**src/rtl/serial_frame_deserializer_if.sv**
```systemverilog
// Parallel word port of the serial frame deserializer: valid/ready handshake.
// The master is the word producer (the deserializer); the slave consumes words.
interface serial_frame_deserializer_if #(
    parameter int unsigned WIDTH = 4
);
    logic [WIDTH-1:0] p_data;
    logic             p_valid;
    logic             p_ready;

    modport master (
        output p_data,
        output p_valid,
        input  p_ready
    );

    modport slave (
        input  p_data,
        input  p_valid,
        output p_ready
    );
endinterface

```
**src/rtl/serial_frame_deserializer.sv**
```systemverilog
// Collects an MSB-first serial bit stream into WIDTH-bit words and offers each
// word on a one-deep valid/ready output buffer.
module serial_frame_deserializer #(
    parameter int unsigned WIDTH = 4
) (
    input  logic                          clk,
    input  logic                          rst_n,
    input  logic                          s_valid,
    input  logic                          s_start,
    input  logic                          s_in,
    serial_frame_deserializer_if.master   p,
    output logic                          busy,
    output logic                          overrun,
    output logic                          frame_err
);

    localparam int unsigned CntW = $clog2(WIDTH) + 1;
    localparam logic [CntW-1:0] LastCnt = CntW'(WIDTH - 1);

    typedef enum logic [0:0] {StIdle, StShift} state_e;

    state_e           state_q, state_d;
    logic [WIDTH-1:0] sr_q, sr_d;
    logic [CntW-1:0]  cnt_q, cnt_d;
    logic [WIDTH-1:0] p_data_q, p_data_d;
    logic             p_valid_q, p_valid_d;
    logic             overrun_q, overrun_d;
    logic             frame_err_q, frame_err_d;

    logic [WIDTH-1:0] shifted;
    logic [WIDTH-1:0] first_bit;

    assign shifted   = {sr_q[WIDTH-2:0], s_in};
    assign first_bit = {{(WIDTH-1){1'b0}}, s_in};

    always_comb begin
        state_d     = state_q;
        sr_d        = sr_q;
        cnt_d       = cnt_q;
        p_data_d    = p_data_q;
        p_valid_d   = p_valid_q;
        overrun_d   = 1'b0;
        frame_err_d = 1'b0;

        if (p_valid_q && p.p_ready) begin
            p_valid_d = 1'b0;
        end

        unique case (state_q)
            StIdle: begin
                // Bits without a start marker are line noise while idle.
                if (s_valid && s_start) begin
                    sr_d    = first_bit;
                    cnt_d   = CntW'(1);
                    state_d = StShift;
                end
            end
            StShift: begin
                if (s_valid) begin
                    if (s_start) begin
                        // Resync wins even over what would be the final bit.
                        frame_err_d = 1'b1;
                        sr_d        = first_bit;
                        cnt_d       = CntW'(1);
                    end else begin
                        sr_d = shifted;
                        if (cnt_q == LastCnt) begin
                            state_d = StIdle;
                            cnt_d   = '0;
                            // A same-edge drain frees the buffer for this word.
                            if (!p_valid_q || p.p_ready) begin
                                p_data_d  = shifted;
                                p_valid_d = 1'b1;
                            end else begin
                                overrun_d = 1'b1;
                            end
                        end else begin
                            cnt_d = cnt_q + CntW'(1);
                        end
                    end
                end
            end
            default: begin
                state_d = StIdle;
            end
        endcase
    end

    always_ff @(posedge clk or negedge rst_n) begin
        if (!rst_n) begin
            state_q     <= StIdle;
            sr_q        <= '0;
            cnt_q       <= '0;
            p_data_q    <= '0;
            p_valid_q   <= 1'b0;
            overrun_q   <= 1'b0;
            frame_err_q <= 1'b0;
        end else begin
            state_q     <= state_d;
            sr_q        <= sr_d;
            cnt_q       <= cnt_d;
            p_data_q    <= p_data_d;
            p_valid_q   <= p_valid_d;
            overrun_q   <= overrun_d;
            frame_err_q <= frame_err_d;
        end
    end

    assign p.p_data  = p_data_q;
    assign p.p_valid = p_valid_q;
    assign busy      = (state_q == StShift);
    assign overrun   = overrun_q;
    assign frame_err = frame_err_q;

endmodule

```
**src/flat_wrapper.sv**
```systemverilog
// flat-port wrapper written by rule: the top's interface ports become plain ports
module serial_frame_deserializer_flat 
#(
    parameter int unsigned WIDTH = 4
)
  (clk, rst_n, s_valid, s_start, s_in, busy, overrun, frame_err, p_p_data, p_p_valid, p_p_ready);
  serial_frame_deserializer_if #(.WIDTH(WIDTH)) p_i ();
  input  logic clk;
  input  logic rst_n;
  input  logic s_valid;
  input  logic s_start;
  input  logic s_in;
  output logic busy;
  output logic overrun;
  output logic frame_err;
  output wire logic [$bits(p_i.p_data)-1:0] p_p_data;
  output wire logic [$bits(p_i.p_valid)-1:0] p_p_valid;
  input wire logic [$bits(p_i.p_ready)-1:0] p_p_ready;
  assign p_p_data = p_i.p_data;
  assign p_p_valid = p_i.p_valid;
  assign p_i.p_ready = p_p_ready;
  serial_frame_deserializer #(.WIDTH(WIDTH)) u_core (.clk(clk), .rst_n(rst_n), .s_valid(s_valid), .s_start(s_start), .s_in(s_in), .p(p_i), .busy(busy), .overrun(overrun), .frame_err(frame_err));
endmodule
```
**config.mk**
```make
export PLATFORM = sky130hd
export DESIGN_NAME = serial_frame_deserializer_flat
export DESIGN_NICKNAME = d
export VERILOG_FILES = /design/src/rtl/serial_frame_deserializer_if.sv /design/src/rtl/serial_frame_deserializer.sv /design/src/flat_wrapper.sv
export SDC_FILE = /design/constraint.sdc
export NUM_CORES = 1
export LEC_CHECK = 0
export ABC_AREA = 1
export CAP_MARGIN = 15
export CORE_MARGIN = 8
export CORE_UTILIZATION = 25
export CTS_CLUSTER_SIZE = 20
export DETAILED_ROUTE_END_ITERATION = 12
export GPL_TIMING_DRIVEN = 0
export PLACE_DENSITY = 0.46
export SLEW_MARGIN = 10
export SYNTH_ARGS = -nofsm -noshare
export SYNTH_HDL_FRONTEND = slang
export SYNTH_SLANG_ARGS = --single-unit
```
**constraint.sdc**
```tcl
create_clock -name clk -period 3 [get_ports clk]
set_input_delay 0.6 -clock clk [delete_from_list [all_inputs] [get_ports clk]]
set_output_delay 0.6 -clock clk [all_outputs]
set_load 0.02 [all_outputs]
```
==> impl_metrics.yaml, run 1 <==
run_status:
  status: "finished, final reports clean"
worst_setup_path:
  crit_type: "reg2out"
  worstSetupStartpointType: "flop"
  rr_startpoint: "u_core.cnt_q[0]"
  reg2reg_depth: 6
  crit_path_end_kind: "output pin"
  worstPathRequired_ns: 2.40
  r2r_slack_ns: 1.82
  crit_buf_inv: 1
  cp_max_fo: 3
  max_stage_delay_ns: 0.62
  cp_cell_sequence: "clkdlybuf4s50_1"
  worstPathArrival_ns: 1.29
  cp_slowest_cell: "clkdlybuf4s50_1"
  r2r_end: "u_core.p.p_data[0]"
  critical_path.top_delay_family: "buffers and inverters"
synth:
  synthesis.area_um2: 591
  syn_inst: 62
  syn_nets: 69
  yosys_warnings: 0
  yosysUniqueCellTypes: 15
  synth_top_area_share_pct: 59.3
  ys_ff_latch: 14
  yosys-top-cells-area: "dfrtp_1, nand2_1, inv_1"
  synth_seq_area_share_pct: 59.3
  synth_area_per_cell_um2: 9.53
  synth_top_area_cell: "dfrtp_1"
pwr:
  irDropWorstVdd_v: 0.000281
  power.share.combinational_pct: 34.5
  p_total_w: 0.000553
  p_seq_share_pct: 45.9
  pwr_density_cell_nw_per_um2: 710
  p_clk_share_pct: 19.6
  power.internal_w: 0.000359
  switching_share_pct: 35.0
  switching_power_w: 0.000193
  p_leak_nw: 0.369
floorplan:
  dieArea_um2: 4170
  fp.dieH_um: 64.6
  start_util_pct: 26.4
  num_rows: 17
  core_um2: 2230
  die_w_um: 64.6
  io_pins: 14
sta:
  finalCritPeriodShare_pct: 62.9
  tns_ns: 0
  rsz0062_at_grt: "no"
  max_freq_mhz: 530
  finalHoldViolations: 0
  period_needed_ns: 1.89
  slew_viol_final: 0
  setup_viol: 0
  relSlewSlack_pct: 57.1
  worst_pin_slew_ns: 0.642
  skew_ns: 0.00296
global_route:
  overflow: 0
  grtUsageTotal_pct: 6.29
  antenna_found_initial: 0
  grt_max_degree: 15
  grt_pass1_wl_um: 2040
  grt_pass1_vias: 470
clock_tree:
  cts_hold_buf: 0
  clkSinkCount: 14
  ctsResizeCount: 0
  clockRootBuffer: "clkbuf_4"
  cts_setup_buffers: 0
  htreeDepth: 1
  clk_path_buf_depth: 2
  clk_pin_slew_worst_paths_ns: 0.08
  cts_tree: "yes"
  clk_latency_ns: 0.28
  cts_buffers: 3
job:
  drv_cap: 0
hold_path:
  whs_endpoint: "u_core.p.p_data[1]"
  min-delay-start: "u_core.p.p_data[1]"
  whs_path_depth: 2
  hp-class: "reg2reg"
final_layout:
  most-common-layout-cells: "nand2_1, dfrtp_1, clkdlybuf4s50_1, inv_1"
  final_util_pct: 34.8
  fill_cells: 241
  multi_input_area_um2: 206
  design_area_um2: 778
  drive_above_1_share_pct: 8.97
  layout_commonest_cell: "nand2_1"
  ff_latch_area_um2: 350
  diodes: 0
  area_growth_pct: 31.8
  nets: 87
detailed_routing:
  firstDrtPassIters: 4
  via_per_inst: 4.50
  ant_nets: 0
  wl_um: 1260
  num_vias: 477
  wire_per_inst_um: 11.8
  route.detailed.drc: 0
  drt_iter0_markers: 16
placed_design:
  hpwl_um: 930
  place_area_um2: 756
  io_buffers: 13
  gp_congestion: 0.768
power by group through the flow:
| stage | logic (W) | clock network (W) | registers (W) |
|---|---|---|---|
| 2_1_floorplan | 0.0000749 | 0 | 0.000289 |
| 3_3_place_gp | 0.000192 | 0 | 0.000256 |
| 3_5_place_dp | 0.000194 | 0 | 0.000258 |
| 4_1_cts | 0.000194 | 0.000113 | 0.000254 |
| 5_1_grt | 0.000209 | 0.000117 | 0.000260 |
| 6_report | 0.000191 | 0.000108 | 0.000254 |
cell usage after synthesis:
library cell and count:
a21oi_1 3, dfrtp_1 14, ha_1 1, inv_1 9
nand2_1 17, nand2_2 1, nand3_1 4, nand3_2 1
nand4_1 4, nor2_1 2, nor2_4 2, o211ai_1 1
o21ai_0 1, o21ai_1 1, o22ai_1 1
logic make-up after synthesis:
family                     after synthesis  share of synthesized area [%]
AOI/OAI and AO/OA                        7                           6.57
buffers and inverters                    9                           5.72
adders and majority gates                1                           2.12
DFF                                     14                           59.3
and+or+nand+nor                         31                           26.3
how the worst max path moves through the flow:
stage | start | endpoint | slack [ns] | depth (start not counted)
after CTS | u_core.busy | busy | 1.10 | 1
final | u_core.busy | busy | 1.11 | 1
after detailed placement | s_valid | u_core.p.p_data[1] | 1.14 | 6
after floorplan | s_valid | u_core.p.p_data[0] | 1.81 | 5
after global routing | u_core.busy | busy | 1.09 | 1
after global placement | s_valid | u_core.p.p_data[0] | 1.14 | 6
sequential cells by signal, summed over array words and instances (netlist names):
register          cells
u_core.p.p_valid      1
u_core.p.p_data       4
u_core.frame_err      1
u_core.cnt_q          3
u_core.sr_q           3
u_core.busy           1
u_core.overrun        1
through the flow:
stage               hold slack, ns  std cells  setup WS [ns]
global route                 0.518        106           1.09
finish                       0.482        106           1.11
CTS                          0.490        106           1.10
detailed placement           0.465        103           1.14
global placement             0.461        103           1.14
floorplan                    0.304         62           1.81
area by class of cell:
| cell class | count | area share, % |
|---|---|---|
| multi-input cells | 39 | 26.5 |
| repair buffers | 13 | 16.7 |
| flip-flops and latches | 14 | 45.0 |
| inverters | 9 | 4.34 |
| well taps | 28 | 4.50 |
| clock buffers | 3 | 2.89 |
layer usage:
metal | GRT usage [%] | vias to the layer above | part of all wire, %
met3 | 2.41 | 5 | 5.8
li1 | - | 239 | -
met4 | 4.90 | 0 | 2.9
met1 | 6.52 | 224 | 45
met5 | 0 | - | 0
met2 | 10.1 | 9 | 46
Note: power is estimated with default switching activity, not from simulation.
==> run 2, diff against run 1 <==
==> constraint.sdc (replaced) <==
create_clock -name clk -period 2 [get_ports clk]
set_input_delay 0.4 -clock clk [delete_from_list [all_inputs] [get_ports clk]]
set_output_delay 0.4 -clock clk [all_outputs]
set_load 0.02 [all_outputs]
==> results of run 2 <==
The final DEF is identical to that of run 1. Status: finished, final reports clean.
Main changes from that run: setup slack after placement 1.14 ns -> 0.341 ns; setup slack after layout 1.11 ns -> 0.313 ns; register-to-register setup slack 1.82 ns -> 0.82 ns; total power 0.000553 W -> 0.000829 W; worst IR drop on VDD 0.000281 V -> 0.000421 V
